File: config.mk
export PLATFORM = sky130hd
export DESIGN_NAME = ser_frame_rx
export DESIGN_NICKNAME = d
export VERILOG_FILES = /design/src/rtl/cpld_link_pkg.sv /design/src/rtl/link_sync.sv /design/src/rtl/ser_frame_rx.sv
export SDC_FILE = /design/constraint.sdc
export NUM_CORES = 1
export LEC_CHECK = 0
export BUFFER_PORTS_ARGS = -buffer_cell sky130_fd_sc_hd__buf_2
export CAP_MARGIN = 20
export CORE_MARGIN = 2
export CORE_UTILIZATION = 60
export CTS_BUF_LIST = sky130_fd_sc_hd__clkbuf_8 sky130_fd_sc_hd__clkbuf_16
export CTS_CLUSTER_SIZE = 24
export DETAILED_ROUTE_END_ITERATION = 10
export HOLD_SLACK_MARGIN = 0.08
export PLACE_DENSITY = 0.87
export SLEW_MARGIN = 20
export SYNTH_ARGS = -nofsm -noshare
export SYNTH_HDL_FRONTEND = slang
export SYNTH_SLANG_ARGS = --single-unit
File: constraint.sdc
create_clock -name CLK -period 4.4 [get_ports CLK]
set_input_delay 0.88 -clock CLK [delete_from_list [all_inputs] [get_ports CLK]]
set_output_delay 0.88 -clock CLK [all_outputs]
set_load 0.02 [all_outputs]
File: src/rtl/cpld_link_pkg.sv
// -----------------------------------------------------------------------------
// cpld_link_pkg
// Shared definitions for the serial frame link receiver:
//   DATA_SIZE_DEFAULT - payload bits per frame
//   TAG_A / TAG_B     - the two legal tag codes in the payload's top two bits
//   rx_state_t        - receiver FSM states
//   tag_is_valid()    - tag legality check used by the receiver
// -----------------------------------------------------------------------------
package cpld_link_pkg;

    localparam int DATA_SIZE_DEFAULT = 194;

    localparam logic [1:0] TAG_A = 2'b01;
    localparam logic [1:0] TAG_B = 2'b10;

    // WAIT_GAP : after reset, ignore the link until an inter-frame gap is seen
    // GAP      : between frames, waiting for the frame strobe to go high
    // SHIFT    : frame strobe high, collecting payload bits
    typedef enum logic [1:0] {
        ST_WAIT_GAP = 2'd0,
        ST_GAP      = 2'd1,
        ST_SHIFT    = 2'd2
    } rx_state_t;

    function automatic logic tag_is_valid(input logic [1:0] tag);
        return (tag == TAG_A) || (tag == TAG_B);
    endfunction

endpackage

File: src/rtl/link_sync.sv
// -----------------------------------------------------------------------------
// link_sync
// Three-flop chain for one asynchronous link input. Stages 1-2 form the
// metastability synchronizer; stage 3 only exists to detect a rising edge.
// Every link input uses the same depth, so the data and strobe samples taken
// from stage 2 line up exactly with the detected link clock edge.
// Ports:
//   clk  - system clock
//   srst - synchronous active-high reset, clears all stages
//   din  - asynchronous link input
//   sync - synchronized level (stage 2)
//   rise - one-cycle pulse: stage 2 = 1 while stage 3 = 0
// -----------------------------------------------------------------------------
module link_sync (
    input  logic clk,
    input  logic srst,
    input  logic din,
    output logic sync,
    output logic rise
);

    // stage_reg[0] = stage 1, [1] = stage 2, [2] = stage 3
    logic [2:0] stage_reg;

    always_ff @(posedge clk) begin
        if (srst) begin
            stage_reg <= '0;
        end else begin
            stage_reg <= {stage_reg[1:0], din};
        end
    end

    assign sync = stage_reg[1];
    assign rise = stage_reg[1] & ~stage_reg[2];

endmodule

File: src/rtl/ser_frame_rx.sv
// -----------------------------------------------------------------------------
// ser_frame_rx
// Receives fixed-length frames from a source-clocked serial link (bit clock,
// frame strobe, LSB-first data), all asynchronous to CLK. The first high slot
// of each frame is a dummy; the following DATA_SIZE bits form the payload.
// Good frames (exact length, legal tag) are presented on a valid/ready port.
// Ports:
//   CLK          - system clock, all logic on rising edge
//   RESET        - synchronous active-high reset
//   CLK_IN       - link bit clock (asynchronous)
//   DFRM_IN      - link frame strobe, high during a frame
//   SER_DATA_IN  - link serial data, LSB first
//   FRM_DATA     - received payload, stable while FRM_VALID
//   FRM_TAG      - payload bits [DATA_SIZE-1:DATA_SIZE-2]
//   FRM_VALID    - payload available
//   FRM_READY    - consumer accepts when FRM_VALID & FRM_READY
//   LEN_ERR      - one-cycle pulse: frame had the wrong bit count
//   TAG_ERR      - one-cycle pulse: good length but illegal tag
//   OVF_ERR      - one-cycle pulse: good frame dropped, output still held
//   FRM_CNT      - count of loaded good frames, wraps at 16 bits
// -----------------------------------------------------------------------------
module ser_frame_rx
    import cpld_link_pkg::*;
#(
    parameter int DATA_SIZE = DATA_SIZE_DEFAULT
) (
    input  logic                 CLK,
    input  logic                 RESET,
    input  logic                 CLK_IN,
    input  logic                 DFRM_IN,
    input  logic                 SER_DATA_IN,
    output logic [DATA_SIZE-1:0] FRM_DATA,
    output logic [1:0]           FRM_TAG,
    output logic                 FRM_VALID,
    input  logic                 FRM_READY,
    output logic                 LEN_ERR,
    output logic                 OVF_ERR,
    output logic                 TAG_ERR,
    output logic [15:0]          FRM_CNT
);

    // Bit counter must hold DATA_SIZE+1 so an over-long frame stays
    // distinguishable from a good one.
    localparam int                CNT_W    = $clog2(DATA_SIZE + 2);
    localparam logic [CNT_W-1:0]  CNT_FULL = CNT_W'(DATA_SIZE);
    localparam logic [CNT_W-1:0]  CNT_SAT  = CNT_W'(DATA_SIZE + 1);

    // ------------------------------------------------------------------
    // Link input synchronizers: index 0 = CLK_IN, 1 = DFRM_IN, 2 = data
    // ------------------------------------------------------------------
    logic [2:0] link_in;
    logic [2:0] link_sync_bus;
    logic [2:0] link_rise_bus;

    assign link_in = {SER_DATA_IN, DFRM_IN, CLK_IN};

    generate
        for (genvar gi = 0; gi < 3; gi++) begin : g_sync
            link_sync u_link_sync (
                .clk  (CLK),
                .srst (RESET),
                .din  (link_in[gi]),
                .sync (link_sync_bus[gi]),
                .rise (link_rise_bus[gi])
            );
        end
    endgenerate

    logic link_edge;
    logic dfrm_s;
    logic data_s;

    assign link_edge = link_rise_bus[0];
    assign dfrm_s    = link_sync_bus[1];
    assign data_s    = link_sync_bus[2];

    // Strobe/data edges and the clock level are not needed downstream.
    logic unused_link;
    assign unused_link = ^{link_rise_bus[2:1], link_sync_bus[0]};

    // ------------------------------------------------------------------
    // State
    // ------------------------------------------------------------------
    rx_state_t            state_reg,   state_next;
    logic [DATA_SIZE-1:0] shift_reg,   shift_next;
    logic [CNT_W-1:0]     bit_cnt_reg, bit_cnt_next;

    logic [DATA_SIZE-1:0] data_reg,    data_next;
    logic [1:0]           tag_reg,     tag_next;
    logic                 valid_reg,   valid_next;
    logic                 len_err_reg, len_err_next;
    logic                 tag_err_reg, tag_err_next;
    logic                 ovf_err_reg, ovf_err_next;
    logic [15:0]          frm_cnt_reg, frm_cnt_next;

    // Decision terms, exposed for readability
    logic                 frame_end;
    logic                 accept;
    logic                 len_bad;
    logic                 tag_bad;
    logic                 frame_good;
    logic                 load;
    logic [1:0]           rx_tag;

    always_ff @(posedge CLK) begin
        if (RESET) begin
            state_reg   <= ST_WAIT_GAP;
            shift_reg   <= '0;
            bit_cnt_reg <= '0;
            data_reg    <= '0;
            tag_reg     <= '0;
            valid_reg   <= 1'b0;
            len_err_reg <= 1'b0;
            tag_err_reg <= 1'b0;
            ovf_err_reg <= 1'b0;
            frm_cnt_reg <= '0;
        end else begin
            state_reg   <= state_next;
            shift_reg   <= shift_next;
            bit_cnt_reg <= bit_cnt_next;
            data_reg    <= data_next;
            tag_reg     <= tag_next;
            valid_reg   <= valid_next;
            len_err_reg <= len_err_next;
            tag_err_reg <= tag_err_next;
            ovf_err_reg <= ovf_err_next;
            frm_cnt_reg <= frm_cnt_next;
        end
    end

    // ------------------------------------------------------------------
    // Receive FSM: acts only in the CLK cycle of a detected link edge
    // ------------------------------------------------------------------
    always_comb begin
        state_next   = state_reg;
        shift_next   = shift_reg;
        bit_cnt_next = bit_cnt_reg;
        frame_end    = 1'b0;

        if (link_edge) begin
            case (state_reg)
                ST_WAIT_GAP: begin
                    // Only a gap slot proves we are aligned to frame boundaries.
                    if (!dfrm_s) begin
                        state_next = ST_GAP;
                    end
                end
                ST_GAP: begin
                    // First high slot carries the dummy bit: not shifted in.
                    if (dfrm_s) begin
                        state_next   = ST_SHIFT;
                        bit_cnt_next = '0;
                    end
                end
                ST_SHIFT: begin
                    if (dfrm_s) begin
                        // LSB-first link: new bits enter at the top and the
                        // first payload bit ends up in bit 0.
                        shift_next = {data_s, shift_reg[DATA_SIZE-1:1]};
                        if (bit_cnt_reg != CNT_SAT) begin
                            bit_cnt_next = bit_cnt_reg + 1'b1;
                        end
                    end else begin
                        state_next = ST_GAP;
                        frame_end  = 1'b1;
                    end
                end
                default: begin
                    state_next = ST_WAIT_GAP;
                end
            endcase
        end
    end

    // ------------------------------------------------------------------
    // Frame qualification and output handshake
    // ------------------------------------------------------------------
    always_comb begin
        rx_tag       = shift_reg[DATA_SIZE-1 -: 2];
        accept       = valid_reg & FRM_READY;

        // Priority LEN > TAG > OVF falls out of each term masking the next.
        len_bad      = frame_end && (bit_cnt_reg != CNT_FULL);
        tag_bad      = frame_end && !len_bad && !tag_is_valid(rx_tag);
        frame_good   = frame_end && !len_bad && tag_is_valid(rx_tag);

        // A consumer taking the held payload in this cycle frees the slot.
        load         = frame_good && (!valid_reg || accept);

        len_err_next = len_bad;
        tag_err_next = tag_bad;
        ovf_err_next = frame_good && valid_reg && !accept;

        data_next    = data_reg;
        tag_next     = tag_reg;
        frm_cnt_next = frm_cnt_reg;
        valid_next   = valid_reg & ~accept;

        if (load) begin
            data_next    = shift_reg;
            tag_next     = rx_tag;
            frm_cnt_next = frm_cnt_reg + 16'd1;
            valid_next   = 1'b1;
        end
    end

    assign FRM_DATA  = data_reg;
    assign FRM_TAG   = tag_reg;
    assign FRM_VALID = valid_reg;
    assign LEN_ERR   = len_err_reg;
    assign TAG_ERR   = tag_err_reg;
    assign OVF_ERR   = ovf_err_reg;
    assign FRM_CNT   = frm_cnt_reg;

endmodule

### Word-level counts from Yosys, hierarchy flattened

Index checks and enable logic that the tools add are counted.

* mux-type cells: 11
* equal/unequal tests: 10
* shift operators: 0
* bitwise gates (word level): 5
* add/subtract/negate cells: 2
* order comparisons: 0
* multipliers: 0
* reductions and logical operators: 19
* div/mod/pow operators: 0

Operators with widths (number)
* 8-bit two-way mux: 3
* 16-bit by 1-bit adder with 16-bit output (second input constant): 1
* 8-bit inequality test (second input constant): 2
* 8-bit case mux with 2 select lines: 1
* 8-bit by 1-bit adder with 8-bit output (second input constant): 1
* 1-bit logical AND: 7
* 3-bit AND reduction: 2
* 5-bit AND reduction: 1
* 2-bit by 1-bit == test with 1-bit output (second input constant): 2
* 2-bit == test (second input constant): 2
* 1-bit logical NOT: 4
* 1-bit two-way mux: 4
* 2-bit two-way mux: 2
* 2-bit by 1-bit inequality test with 1-bit output (second input constant): 2
* 2-bit inequality test (second input constant): 2
* 2-bit case mux with 2 select lines: 1
* 1-bit bitwise AND: 3
* 2-bit logical NOT: 1
* 1-bit logical OR: 2
* 1-bit inverter: 2
* 2-bit nonzero test: 1
* 2-bit OR reduction: 1

* bits of input ports: 6
* logic and storage cells: 60
* register bits after elaboration: 427
* memory bits (writable): 0
* memories kept: 0
* output and inout bits: 216
* bits in read-only memories: 0
* bits in latches: 0

### Logic depth before layout (Yosys ltp)

* depth after elaboration: 9
* gate-level depth with buffers: 10

### Cells and area by module

A second synthesis with hierarchy kept.

* cells, all modules: 1924
* area, all modules: 15592.5 um2

Modules (own cells, without submodules)
* ser_frame_rx: cells an instance 1903, seq. area each 8368.0 um2, times used 1, area each 15329.7 um2
* link_sync: cells an instance 7, seq. area each 60.1 um2, times used 3, area each 87.6 um2

### Worst setup path before layout

No wires, ideal clock.

* path kind: input to register
* from: input port FRM_READY
* to: register data_reg[192] (netlist: FRM_DATA[192])
* buffers on the path: 3
* arrival: 1.982 ns
* slack: 2.286 ns
* required time: 4.268 ns
* stages: 8
* cells stage by stage: nand2b_1 > nand4b_1 > or2_1 > buf_2 > buf_6 > buf_2 > nand2_1 > a21oi_1

* longest elaborated chain between the ends: 3

Ends and longest elaborated chain
* start: declaration: RTL line ser_frame_rx.sv:35 `input logic FRM_READY,`
* 1-bit bitwise AND: RTL line ser_frame_rx.sv:180 `accept = valid_reg & FRM_READY;`
* 1-bit logical OR: RTL line ser_frame_rx.sv:188 `load = frame_good && (!valid_reg || accept);`
* 1-bit logical AND: RTL line ser_frame_rx.sv:188
* end signal: assignment: RTL line ser_frame_rx.sv:121 `data_reg <= data_next;`
* end: declaration: RTL line ser_frame_rx.sv:88 `logic [DATA_SIZE-1:0] data_reg, data_next;`

No other way between the ends.
A chain may end at the register's enable or synchronous reset.

### Final worst setup path

* from: register shift_reg[192]
* to: register frm_cnt_reg[0] (netlist: FRM_CNT[0])

* longest elaborated chain between the ends: 4
* elaborated cells on any way between the ends: 5

Ends and longest elaborated chain
* start: declaration: RTL line ser_frame_rx.sv:85 `logic [DATA_SIZE-1:0] shift_reg, shift_next;`
* start signal: assignment: RTL line ser_frame_rx.sv:119 `shift_reg <= shift_next;`
* 2-bit by 1-bit == test with 1-bit output / 2-bit == test (equally long branches): RTL line cpld_link_pkg.sv:26 `return (tag == TAG_A) || (tag == TAG_B);`
* 1-bit logical OR (*): RTL line cpld_link_pkg.sv:26
* 1-bit logical AND (*): RTL line ser_frame_rx.sv:185 `frame_good = frame_end && !len_bad && tag_is_valid(rx_tag);`
* 1-bit logical AND (*): RTL line ser_frame_rx.sv:188
* end signal: assignment: RTL line ser_frame_rx.sv:127 `frm_cnt_reg <= frm_cnt_next;`
* end: declaration: RTL line ser_frame_rx.sv:94 `logic [15:0] frm_cnt_reg, frm_cnt_next;`

Every way passes the cells marked *; elsewhere a longest branch is shown, timed or not.

==> out/qor.csv <==
stage,metric,value,unit
setup_path,critPathLaunchType,flip-flop,
outcome,outcome,completed,
sta,tightest_slew,1.06,ns
setup_path,r2r_setup_slack,1.60,ns
power_and_ir_drop,internal_power,0.00584,W
die,initial_core_util,61.1,%
finish,antennaDiodeCount,0,
finish,nFillCells,1903,
synth,synth_area,14900,µm²
sta,setup_tns,0,ns
detailed_routing,routed_via_density,5.36,
sta,max-slew-margin-rel,29.1,%
detailed_routing,first_pass_iters,5,
finish,area_delta_synth_final,16.3,%
synth,syn_nets,1893,
die,num_rows,57,
setup_path,worst-path-max-fanout,79,
detailed_routing,drc_errors,0,
sta,finalHoldViolCount,0,
grt,grt_antenna_before_repair,0,
detailed_routing,drt-initial-drc-count,1167,
placed_design,place.port_buffers,221,
die,die_h,162,µm
clock_network,numCtsBuffers,42,
detailed_routing,drtAntennaViolNets,0,
synth,synth_top_area_share,57.1,%
synth,ys.warnings.count,0,
grt,grt_pass1_wl,54000,µm
grt,grt_pass1_vias,11600,
clock_network,ctsResizeCount,0,
sta,skew,0.0193,ns
sta,max_freq,357,MHz
sta,maxSlewViolCount,0,
power_and_ir_drop,peakVddDrop,0.000328,V
placed_design,hpwl,19600,µm
clock_network,cts_buffer_depth,3,
die,core_area,24400,µm²
setup_path,cp.required,4.75,ns
clock_network,clock_latency,0.53,ns
grt,grt_use_met1,31.8,%
finish,final_nets,2032,
grt,grtUsageMet3,4.65,%
synth,synth.top_cells.by_count,"788 x nand2_1, 425 x dfxtp_1, 397 x a21oi_1",
synth,synth.largest_area_cell,dfxtp_1,
power_and_ir_drop,power-per-cell-area,422,nW/µm²
worst_hold_path,hold_path_class,reg2reg,
grt,grt_most_used_layer,met2,
placed_design,gp_congestion,0.871,
finish,final_cells,2374,
clock_network,cts_tree,done,
synth,ys_types,44,
clock_network,clk_pin_slew,0.06,ns
placed_design,placedCellCount,2303,
clock_network,cts_setup_buffers,0,
sta,period_needed,2.80,ns
synth,yosys-top-cells-area,"dfxtp_1 57%, nand2_1 20%, a21oi_1 13%",
detailed_routing,routedWlPerCell,14.0,µm
power_and_ir_drop,switchingPower,0.00148,W
power_and_ir_drop,power_switching_share,20.2,%
power_and_ir_drop,combinationalPowerShare,1.0,%
detailed_routing,wl,33400,µm
detailed_routing,dr_total_vias,12700,
sta,fin_crit_sh,63.7,%
setup_path,crit_type,reg2reg,
die,die-area,26100,µm²
sta,rsz0062_at_grt,no,
sta,setup-violations-final,0,
power_and_ir_drop,pwr-share-clk,46.3,%
die,die_w,162,µm
finish,drive_gt1_share,14.7,%
die,pin_count,222,
grt,grt_max_degree,170,
clock_network,clockRootBuffer,clkbuf_16,
power_and_ir_drop,seqPwrFrac,52.6,%
clock_network,numClockSinks,425,
synth,synth_top_flop_cell,dfxtp_1,
grt,grt.overflow.total,0,
grt,grtUsageMet2,40.9,%
synth,synth_cells,1884,
clock_network,holdBufCountCts,0,
power_and_ir_drop,power_leakage,6.41,nW
setup_path,cp-end-kind,flip-flop,
synth,synth-seq-cells,425,
job,cap_viol_max_count,0,
synth,avgSynthCellArea,7.91,µm²
setup_path,cp.arrival,3.16,ns
synth,yosysMostFrequentCell,nand2_1,
synth,ys_seq_area_share,57.1,%
clock_network,h-tree-depth,2,
synth,synthArstFlopShare,0,%
grt,track_usage,24.5,%
synth,synth-edff-count,0,
cell type report:
| cell class | instances | area (µm²) | share of cell area (%) |
|---|---|---|---|
| multi-input cells | 1312 | 5780 | 33.4 |
| clock inverters | 19 | 115 | 0.664 |
| inverters | 10 | 37.5 | 0.217 |
| flip-flops and latches | 425 | 8510 | 49.1 |
| clock buffers | 52 | 1200 | 6.92 |
| repair buffers | 232 | 1290 | 7.42 |
| well taps | 324 | 405 | 2.34 |
path summary, 6_finish.rpt:
kind	from	end	cells past startpoint
min	g_sync[2].u_link_sync.stage_reg[1]$_SDFF_PP0_	shift_reg[193]$_SDFFE_PP0P_	2
min reg2reg	g_sync[2].u_link_sync.stage_reg[1]$_SDFF_PP0_	shift_reg[193]$_SDFFE_PP0P_	2
max reg2reg	shift_reg[192]$_SDFFE_PP0P_	FRM_CNT[0]$_SDFFE_PP0P_	6
max	shift_reg[192]$_SDFFE_PP0P_	FRM_CNT[0]$_SDFFE_PP0P_	6
metal layers:
layer	up-vias	wire, µm
met5	-	0
met4	0	891
met3	76	2170
met2	385	16100
met1	5923	14200
li1	6343	-
layout by cell type (no fill, tap or decap), types with 2 or more instances in the layout:
master	instances
a21oi_1	397
a31oi_1	2
and3_1	4
and3b_1	2
and4_1	2
buf_12	7
buf_2	220
buf_4	4
clkbuf_16	43
clkbuf_8	9
clkinv_2	6
dfxtp_1	425
ha_1	3
inv_1	20
nand2_1	787
nand2b_1	5
nand3_1	13
nand4_1	3
nor2_1	28
nor2_4	2
nor2b_1	11
nor3_1	10
nor3b_1	2
nor4_1	2
o21ai_0	4
o31a_1	2
xnor2_1	14
cell families (layout without fill, tap and decap cells):
group	count (synthesis)	count (layout)	synth area share [%]
compound gates	411	411	14.1
xor+xnor	15	15	0.881
fa+ha+maj	3	3	0.252
buf+inv	147	313	4.28
flops	425	425	57.1
mux	2	2	0.143
simple gates	881	881	23.3
worst max-delay path: stages (launching register included):
cell,delay (ns)
dfxtp_1,0.40
xor2_1,0.30
nand4b_1,0.63
nor2_4,0.33
buf_4,0.67
xnor2_1,0.20
nor2_1,0.09
per-stage QoR:
| step | setup slack (ns) | utilization [%] | instance area, µm² | total power (W) | hold WS, ns |
|---|---|---|---|---|---|
| after detailed placement | 1.31 | 65.7 | 16000 | 0.00402 | 0.433 |
| after global placement | 1.36 | 65.7 | 16000 | 0.00402 | 0.418 |
| after CTS | 1.55 | 71.1 | 17300 | 0.00737 | 0.444 |
| after global routing | 1.34 | 71.1 | 17300 | 0.00754 | 0.462 |
| after floorplan | 2.29 | - | 14900 | 0.00400 | 0.414 |
| final | 1.60 | 71.1 | 17300 | 0.00732 | 0.446 |
power groups by stage:
stage	clock network (W)	logic, W	registers [W]
after floorplan	0	0.0000598	0.00394
after global placement	0	0.0000750	0.00394
after detailed placement	0	0.0000749	0.00394
after CTS	0.00344	0.0000751	0.00385
after global routing	0.00361	0.0000829	0.00385
final	0.00339	0.0000757	0.00385
Note: power is estimated with default switching activity, not from simulation.
